===== src/rtl/adventure_pkg.sv =====
// Shared definitions for the adventure game: room codes, the controller
// phase encoding and a small one-hot helper used by the front-end controller.
package adventure_pkg;

  typedef enum logic [2:0] {
    ROOM_CAVE_ENTRANCE      = 3'b000,
    ROOM_TWISTY_TUNNEL      = 3'b001,
    ROOM_RAPID_RIVER        = 3'b010,
    ROOM_SECRET_SWORD       = 3'b011,
    ROOM_DRAGON_DEN         = 3'b100,
    ROOM_VICTORY_VAULT      = 3'b101,
    ROOM_GRIEVOUS_GRAVEYARD = 3'b110
  } room_t;

  localparam logic [2:0] SWORD_ROOM = 3'(ROOM_SECRET_SWORD);

  typedef enum logic [1:0] {
    PH_PLAY         = 2'd0,
    PH_WAIT_RELEASE = 2'd1,
    PH_END_HOLD     = 2'd2,
    PH_RESTART      = 2'd3
  } ctrl_phase_t;

  // True when exactly one bit of the button vector is set.
  function automatic logic is_one_hot4(input logic [3:0] v);
    return (v != 4'b0000) && ((v & (v - 4'd1)) == 4'b0000);
  endfunction

endpackage


===== src/rtl/adventure_ctrl_debouncer.sv =====
// Two-flop synchronizer followed by a vector stability counter. The
// debounced vector only changes once the synchronized vector has held the
// same value for DEBOUNCE_CYCLES consecutive samples.
module button_debouncer #(
  parameter int WIDTH           = 4,
  parameter int DEBOUNCE_CYCLES = 4
) (
  input  logic             clk,
  input  logic             reset,
  input  logic [WIDTH-1:0] raw,
  output logic [WIDTH-1:0] stable
);

  localparam int CNT_W = $clog2(DEBOUNCE_CYCLES + 1);
  localparam logic [CNT_W-1:0] CNT_TARGET = CNT_W'(DEBOUNCE_CYCLES);

  logic [WIDTH-1:0] sync_meta;
  logic [WIDTH-1:0] sync_out;
  logic [WIDTH-1:0] sync_prev;
  logic [CNT_W-1:0] same_cnt;
  logic [CNT_W-1:0] same_cnt_next;

  // Length of the current run of identical samples, including this one.
  always_comb begin
    same_cnt_next = same_cnt;
    if (sync_out != sync_prev) begin
      same_cnt_next = CNT_W'(1);
    end else if (same_cnt < CNT_TARGET) begin
      same_cnt_next = same_cnt + CNT_W'(1);
    end
  end

  // Synchronize the raw buttons and commit the vector once the run is long enough.
  always_ff @(posedge clk or posedge reset) begin
    if (reset) begin
      sync_meta <= '0;
      sync_out  <= '0;
      sync_prev <= '0;
      same_cnt  <= '0;
      stable    <= '0;
    end else begin
      sync_meta <= raw;
      sync_out  <= sync_meta;
      sync_prev <= sync_out;
      same_cnt  <= same_cnt_next;
      if (same_cnt_next == CNT_TARGET) begin
        stable <= sync_out;
      end
    end
  end

endmodule


===== src/rtl/adventure_ctrl.sv =====
// Front-end controller for the room FSM: turns debounced button presses into
// single-cycle direction pulses, tracks the sword and the move count, and
// sequences the hold-then-restart at end of game.
module adventure_ctrl
  import adventure_pkg::*;
#(
  parameter int DEBOUNCE_CYCLES = 4,
  parameter int END_HOLD_CYCLES = 16,
  parameter int MOVE_CNT_W      = 8
) (
  input  logic                  clk,
  input  logic                  reset,
  input  logic [3:0]            btn,
  input  logic [2:0]            curr_room,
  input  logic                  win,
  input  logic                  die,
  output logic                  dir_n,
  output logic                  dir_s,
  output logic                  dir_e,
  output logic                  dir_w,
  output logic                  has_sword,
  output logic                  game_reset,
  output logic [MOVE_CNT_W-1:0] move_count,
  output logic [1:0]            phase
);

  localparam int HOLD_W = (END_HOLD_CYCLES > 1) ? $clog2(END_HOLD_CYCLES) : 1;
  localparam logic [HOLD_W-1:0] HOLD_INIT = HOLD_W'(END_HOLD_CYCLES - 1);

  localparam logic [1:0] PLAY         = 2'(PH_PLAY);
  localparam logic [1:0] WAIT_RELEASE = 2'(PH_WAIT_RELEASE);
  localparam logic [1:0] END_HOLD     = 2'(PH_END_HOLD);
  localparam logic [1:0] RESTART      = 2'(PH_RESTART);

  logic [3:0]        stable;
  logic [3:0]        prev_stable;
  logic [HOLD_W-1:0] hold_cnt;
  logic              press_rise;
  logic              press_single;
  logic              end_req;
  logic              live_phase;

  button_debouncer #(
    .WIDTH           (4),
    .DEBOUNCE_CYCLES (DEBOUNCE_CYCLES)
  ) u_debouncer (
    .clk    (clk),
    .reset  (reset),
    .raw    (btn),
    .stable (stable)
  );

  assign press_rise   = (prev_stable == 4'b0000) && (stable != 4'b0000);
  assign press_single = is_one_hot4(stable);
  assign end_req      = win | die;
  assign live_phase   = (phase == PLAY) || (phase == WAIT_RELEASE);

  // Phase FSM, direction pulses, inventory, move counter and end-of-game timer.
  always_ff @(posedge clk or posedge reset) begin
    if (reset) begin
      phase       <= PLAY;
      prev_stable <= 4'b0000;
      hold_cnt    <= '0;
      dir_n       <= 1'b0;
      dir_s       <= 1'b0;
      dir_e       <= 1'b0;
      dir_w       <= 1'b0;
      has_sword   <= 1'b0;
      game_reset  <= 1'b0;
      move_count  <= '0;
    end else begin
      prev_stable <= stable;
      dir_n       <= 1'b0;
      dir_s       <= 1'b0;
      dir_e       <= 1'b0;
      dir_w       <= 1'b0;
      game_reset  <= 1'b0;

      if (live_phase && (curr_room == SWORD_ROOM)) begin
        has_sword <= 1'b1;
      end

      case (phase)
        PLAY: begin
          if (end_req) begin
            phase    <= END_HOLD;
            hold_cnt <= HOLD_INIT;
          end else if (press_rise) begin
            // Chords still need a release before the next move is accepted.
            phase <= WAIT_RELEASE;
            if (press_single) begin
              {dir_n, dir_s, dir_e, dir_w} <= stable;
              if (move_count != {MOVE_CNT_W{1'b1}}) begin
                move_count <= move_count + MOVE_CNT_W'(1);
              end
            end
          end
        end
        WAIT_RELEASE: begin
          if (end_req) begin
            phase    <= END_HOLD;
            hold_cnt <= HOLD_INIT;
          end else if (stable == 4'b0000) begin
            phase <= PLAY;
          end
        end
        END_HOLD: begin
          if (hold_cnt == '0) begin
            phase      <= RESTART;
            game_reset <= 1'b1;
            has_sword  <= 1'b0;
            move_count <= '0;
          end else begin
            hold_cnt <= hold_cnt - HOLD_W'(1);
          end
        end
        default: begin
          // A button still held across the restart must not count as a move.
          phase <= WAIT_RELEASE;
        end
      endcase
    end
  end

endmodule


===== config.mk =====
export PLATFORM = sky130hd
export DESIGN_NAME = adventure_ctrl
export DESIGN_NICKNAME = d
export VERILOG_FILES = /design/src/rtl/adventure_pkg.sv /design/src/rtl/adventure_ctrl_debouncer.sv /design/src/rtl/adventure_ctrl.sv
export SDC_FILE = /design/constraint.sdc
export NUM_CORES = 1
export LEC_CHECK = 0
export CAP_MARGIN = 20
export CORE_MARGIN = 2
export CORE_UTILIZATION = 52
export DETAILED_ROUTE_END_ITERATION = 16
export PLACE_DENSITY = 0.79
export SLEW_MARGIN = 10
export SYNTH_ARGS = -nofsm -noshare
export SYNTH_HDL_FRONTEND = slang
export SYNTH_SLANG_ARGS = --single-unit

===== constraint.sdc =====
create_clock -name clk -period 2.2 [get_ports clk]
set_input_delay 0.44 -clock clk [delete_from_list [all_inputs] [get_ports clk]]
set_output_delay 0.44 -clock clk [all_outputs]
set_load 0.01 [all_outputs]

==> flow_metrics.tcl <==
set metrics [dict create \
    syn_nets 171 \
    number_of_rows_created_at_floorplan 21 \
    timing_worst_setup_path_type "register to register" \
    clock_sinks 43 \
    placement.cell_area_um2 2130 \
    holdBufCountCts 0 \
    fin_skew_ns 0.0179 \
    power_density_nw_per_um2 852 \
    numCtsBuffers 5 \
    report.power.total_mw 1.91 \
    global_route_wire_length_before_repair_mm 5.55 \
    drtIter0Drc 122 \
    register_area_um2 1080 \
    setup.worst_path.start "prev_stable[1]$_DFF_PP0_" \
    finalWorstPathRequiredPeriod_ns 2.10 \
    grt_max_degree 34 \
    leakage_power_nw 0.950 \
    post_synthesis_sequential_area_ratio 0.600 \
    worst_supply_voltage_drop_on_vdd_v 0.000502 \
    number_of_antenna_violations_at_the_first_check_in_global_routing 0 \
    finalMaxSlewViolations 0 \
    synthesis.instances 156 \
    syn_to_final_growth_pct 24.8 \
    setup_viol 0 \
    setup_ws_ns 0.101 \
    most_common_library_cell_in_the_layout_ignoring_fill_and_taps "dfrtp_1" \
    route.vias.total 1297 \
    clkLatencyLatePin_ns 0.35 \
    endpoint_kind "register" \
    routed_via_density 5.50 \
    post-place-ws_ns 0.00986 \
    nFillCells 266 \
    area_share_of_the_largest_cell_type_after_synthesis 0.600 \
    buffer_type_at_the_clock_tree_root "clkbuf_4" \
    design.die.area_um2 3930 \
    critPathMaxFanout 9 \
    core_area_um2 3340 \
    syn-cell-area_um2 1790 \
    wl_mm 3.40 \
    outcome "completed" \
    most-common-layout-cells "dfrtp_1 (41), clkdlybuf4s50_1 (26), nor2_1 (11), a21oi_1 (10), o21ai_0 (9)" \
    tightest_slew_ns 0.460 \
    final_design_area_no_fill_um2 2240 \
    clock_path_buffers 2 \
    floorplan.die.width_um 62.7 \
    wl_per_cell_um 14.4 \
    synth_enable_flop_cells 0 \
    netlist-cell-type-count 36 \
    finish.net_count 204 \
    finalCritPeriodShare 0.954 \
    h-tree-depth 2 \
    fmaxAchievable_mhz 476 \
    yosysTopAreaCell "dfrtp_1" \
    multi_input_area_um2 711 \
    detailed_place_hpwl_mm 2.44 \
    cts_tree "done" \
    critical_path.startpoint_type "register" \
    route.antenna.remaining_nets 0 \
    rr_startpoint "prev_stable[1]$_DFF_PP0_" \
    grt_overflow_total 0 \
    post_synth_main_area_contributors "dfrtp_1 (60%), xnor2_1 (2.9%), a21oi_1 (2.8%)" \
    min_from "u_debouncer.sync_meta[1]$_DFF_PP0_" \
    synth_seq_cells 43 \
    fraction_of_layout_cells_with_a_size_suffix_above_1 0.137 \
    gp_congestion 0.816 \
    gr-usage-all-layers 0.184 \
    required_time_of_the_worst_setup_path_ns 2.48 \
    worstHoldPathType "register to register" \
    synth-async-reset-ratio 1.00 \
    grt_pass1_vias 1255 \
    die_h_um 62.7 \
    synth_warnings 0 \
    synth_top_flop_cell "dfrtp_1" \
    hold_viol 0 \
    worstPathArrival_ns 2.38 \
    insertedDiodeCount 0 \
    io_pins 27 \
    syn_area_per_cell_um2 11.5 \
    start_util 0.537 \
    detail_route.drc_violations 0 \
    portBuffers 26 \
    drt-pass1-iter-count 4 \
    max_slew_margin 0.690 \
    max_cap_violations 0 \
    clkSlewWorstSetupHoldPaths_ns 0.12 \
]
final timing paths:
check | end | slack, ns | cells past startpoint
worst max-delay path | move_count[5]$_DFFE_PP0P_ | 0.10 | 5
min in group asynchronous | move_count[3]$_DFFE_PP0P_ | 0.39 | 2
worst min-delay path | u_debouncer.sync_out[1]$_DFF_PP0_ | 0.36 | 0
max in group asynchronous | u_debouncer.stable[1]$_DFFE_PP0N_ | 1.28 | 3
worst max register to register | move_count[5]$_DFFE_PP0P_ | 0.10 | 5
worst min register to register | u_debouncer.sync_out[1]$_DFF_PP0_ | 0.36 | 0
power by group:
part | switching, mW | internal [mW]
Combinational | 0.278 | 0.278
Clock | 0.247 | 0.124
Sequential | 0.105 | 0.875
metrics by stage:
stage | hold WS (ns) | std cells | utilization | TNS (ns)
after floorplan | 0.331 | 156 | - | 0
after global placement | 0.336 | 226 | 0.637 | 0
after detailed placement | 0.336 | 226 | 0.637 | 0
after CTS | 0.365 | 234 | 0.655 | 0
after global routing | 0.373 | 236 | 0.670 | -0.0130
final | 0.360 | 236 | 0.670 | 0
sequential cells by signal, summed over array words and instances, names as in the netlist:
register,count
dir_e,1
dir_n,1
dir_s,1
dir_w,1
game_reset,1
has_sword,1
hold_cnt,4
move_count,8
phase,2
prev_stable,4
u_debouncer.same_cnt,3
u_debouncer.stable,4
u_debouncer.sync_meta,4
u_debouncer.sync_out,4
u_debouncer.sync_prev,4
repair_timing:
| item | CTS | global route |
|---|---|---|
| setup endpoints to repair | 3 | 4 |
| resized for setup | 1 | 6 |
| buffers inserted | 0 | 2 |
| pin swaps | 0 | 3 |
worst max-delay path: stages, from the launching register on:
cell      delay, ns
dfrtp_1        0.39
or4_4          0.57
a221oi_4       0.27
nand3_4        0.14
or4_1          0.50
a21oi_1        0.16
routing by layer:
metal | GRT usage | wire (um)
met1 | 0.217 | 1430
met2 | 0.302 | 1810
met3 | 0.0721 | 122
met4 | 0.0722 | 36
met5 | 0 | 0
final cells by class:
type	instances	area share
sequential	43	0.482
tap	46	0.0257
clock buffer	6	0.0185
inverter	7	0.0117
timing repair buffer	31	0.139
multi-input combinational	101	0.318
clock inverter	2	0.00559
Yosys cell counts (3+ instances only):
library cell,n
o31ai_1,3
or3_1,5
nand3_1,3
nand2_1,5
a21oi_1,10
xnor2_1,6
ha_1,4
and2_1,6
mux2_2,4
dfrtp_1,43
nor3_1,7
o21ai_0,9
clkbuf_1,4
nand4_1,3
inv_1,7
nor2_1,11
logic make-up (layout without fill, tap and decap cells):
logic type / Yosys count / in the layout / share of synthesized area
flops: 43 / 43 / 0.600
xor+xnor: 8 / 8 / 0.0391
compound gates: 29 / 29 / 0.101
fa+ha+maj: 4 / 4 / 0.0279
buf+inv: 12 / 46 / 0.0251
simple gates: 54 / 54 / 0.170
mux: 6 / 6 / 0.0363
(Power assumes the default switching activity.)
==> edit (same settings) <==
Make the reset (`reset`) synchronous in 2 clocked blocks.
--- a/src/rtl/adventure_ctrl_debouncer.sv
+++ b/src/rtl/adventure_ctrl_debouncer.sv
@@ -32,5 +32,5 @@
 
   // Synchronize the raw buttons and commit the vector once the run is long enough.
-  always_ff @(posedge clk or posedge reset) begin
+  always_ff @(posedge clk) begin
     if (reset) begin
       sync_meta <= '0;
--- a/src/rtl/adventure_ctrl.sv
+++ b/src/rtl/adventure_ctrl.sv
@@ -57,5 +57,5 @@
 
   // Phase FSM, direction pulses, inventory, move counter and end-of-game timer.
-  always_ff @(posedge clk or posedge reset) begin
+  always_ff @(posedge clk) begin
     if (reset) begin
       phase       <= PLAY;
Behaviour: differs if reset is asserted again (counterexample within 4 cycles, from zero or initial values and one cycle with reset high); with reset held inactive, the same outputs for 10 cycles.
==> edit against the original RTL <==
Count of clock-buffer cells in the layout decreased by 1; synthesized area down 5.9%; worst setup slack improved by 0.077 ns; cell area down 5.9%; utilization is 1.3 points higher; sequential cell count unchanged; wire length shrank 7.8%; sequential share of layout area is 7.3 points lower; critical endpoint is now move_count[5].
Power is not compared: it rests on default switching activity, and its combinational part moved more than twofold at a synthesized area within 25%.
==> edit: results (changes against the original RTL) <==
hold path cells 1 (+1); Most flops, register move_count; M1 WL 1.42 mm (-1.2%); Clock Skew 0.0120 ns (-0.00595 ns); R2R cell count 7 (+2); routed wl met3 169 um (+39%); Max IR drop VDD about 0.57 mV; met2 wire length 1.48 mm (-18%); first-pass GRT wire length 5.18 mm (-6.7%); placed cell count 248 (+9.7%); status completed; Synth async-reset ratio 0% (-100 points); CTS root buf clkbuf_4; vias in the first global route 1209 (-3.7%); HPWL Detailed 2.26 mm (-7.8%); CTS tree yes; Worst Hold Class flop to flop; Placed Area 1990 um^2 (-6.5%); pin count of the biggest net entering global routing 35 (+2.9%); Final GP Congestion 0.840 (+3.0%); clock tree buffer depth 2 (unchanged); Hold Path End u_debouncer.sync_out[3]; H-tree Lvls 2 (unchanged); Slew @ Worst Pin 0.502 ns (+0.0416 ns); worst slack at placement -0.0606 ns (-0.0705 ns); final WL 3.14 mm (-7.8%); Register-to-Register Setup Slack 0.18 ns (+0.08 ns); n_diodes 0 (unchanged); drt pass-1 iters 4 (unchanged); Leak between 0.7 and 0.8 nW; Post-synth top cells 43 x dfxtp_1, 16 x a21oi_1, 16 x nor2_1, 16 x nor2b_1, 11 x nand2_1; post-synthesis instance total 181 (+16%); share of cells above drive strength 1 7.08% (-6.6 points); Port Buf Inserts 26 (unchanged); top layer reached by signal wires met4; hold_sp u_debouncer.sync_meta[3]; initial DRC count 69 (-43%); max reg flops 8 (unchanged); reg2reg end move_count[5]; Final min period 2.02 ns (-0.0774 ns); All-Layer GR Usage 19.0% (+0.66 points); worst-path fanout max 13 (+4); Syn. warnings 0 (unchanged); antenna violations before repair 0 (unchanged); worst endpoint data arrival time 2.30 ns (-0.08 ns); final cell count without fillers 256 (+8.5%); Net Count, Synth 195 (+14%); total CTS buffers 5 (unchanged); via count 1390 (+7.2%); Worst-Skew Late Latency 0.35 ns (about the same); register area share after synthesis 51.0% (-9.0 points); r2r startpoint hold_cnt[0]; Synth cell types 29 (-19%); nets 225 (+10%); largest cells by area after synthesis dfxtp_1 51%, nor2b_1 5.9%, a21oi_1 4.7%
-- edit: changes by cell type in the layout (fill, tap and decap cells not counted), moves of 4 or more --
cell     delta
dfxtp_1    +43
nor2_1      +5
or3_1       -4
mux2_2      -4
a21oi_1     +6
nor2b_1    +15
or4_1       +4
nand2_1     +6
dfrtp_1    -41
o21ai_0     -4
-- edit: metal layers --
layer  GRT usage, %  vias up
met5              0        -
met4           8.70        0
met3           4.69        9
met2           29.3       45
met1           25.2      642
li1               -      694
-- edit: metrics by stage --
step,total power [W],hold WS [ns]
finish,0.00160,0.452
global route,0.00167,0.471
CTS,0.00161,0.457
detailed placement,0.00102,0.428
global placement,0.00101,0.422
floorplan,0.000961,0.414
-- edit: worst max-delay path by stage --
stage                           start       endpoint  depth (start not counted)
after global placement            die  move_count[6]                          6
after floorplan           hold_cnt[0]  move_count[2]                          8
final                     hold_cnt[0]  move_count[5]                          7
after global routing      hold_cnt[0]  move_count[5]                          7
after CTS                 hold_cnt[0]  move_count[5]                          7
after detailed placement          die  move_count[5]                          6
-- edit: logic make-up after synthesis --
group / share of synthesized area, %
DFF: 51.0
adders and majority gates: 2.22
muxes: 1.19
xor gates and xnor gates: 4.15
AOI/OAI and AO/OA: 12.2
buffers and inverters: 3.11
and+or+nand+nor: 26.1
-- edit: cell type report --
cell class | count | area (um^2)
Fill cell | 248 | 973
Multi-Input combinational cell | 128 | 786
Clock inverter | 3 | 67.6
Inverter | 4 | 15.0
Timing Repair Buffer | 29 | 283
Tap cell | 44 | 55.1
Sequential cell | 43 | 861
Clock buffer | 5 | 37.5
-- edit: power breakdown --
| group | switching (W) | internal, W | total (W) |
|---|---|---|---|
| registers | 0.0000251 | 0.000808 | 0.000833 |
| logic | 0.0000870 | 0.0000797 | 0.000167 |
| clock network | 0.000249 | 0.000353 | 0.000602 |
| total | 0.000361 | 0.00124 | 0.00160 |
-- edit: repair_timing --
item	CTS	global route
buffers inserted	0	0
setup endpoints to repair	0	5
gates resized for setup	0	2
hold endpoints to repair	0	0
-- edit: critical path, stage by stage (launching register included) --
cell     delay (ns)
dfxtp_1        0.36
inv_1          0.06
ha_1           0.16
nor3b_2        0.20
nand2_1        0.12
a22o_1         0.34
or4_1          0.52
a21oi_1        0.19
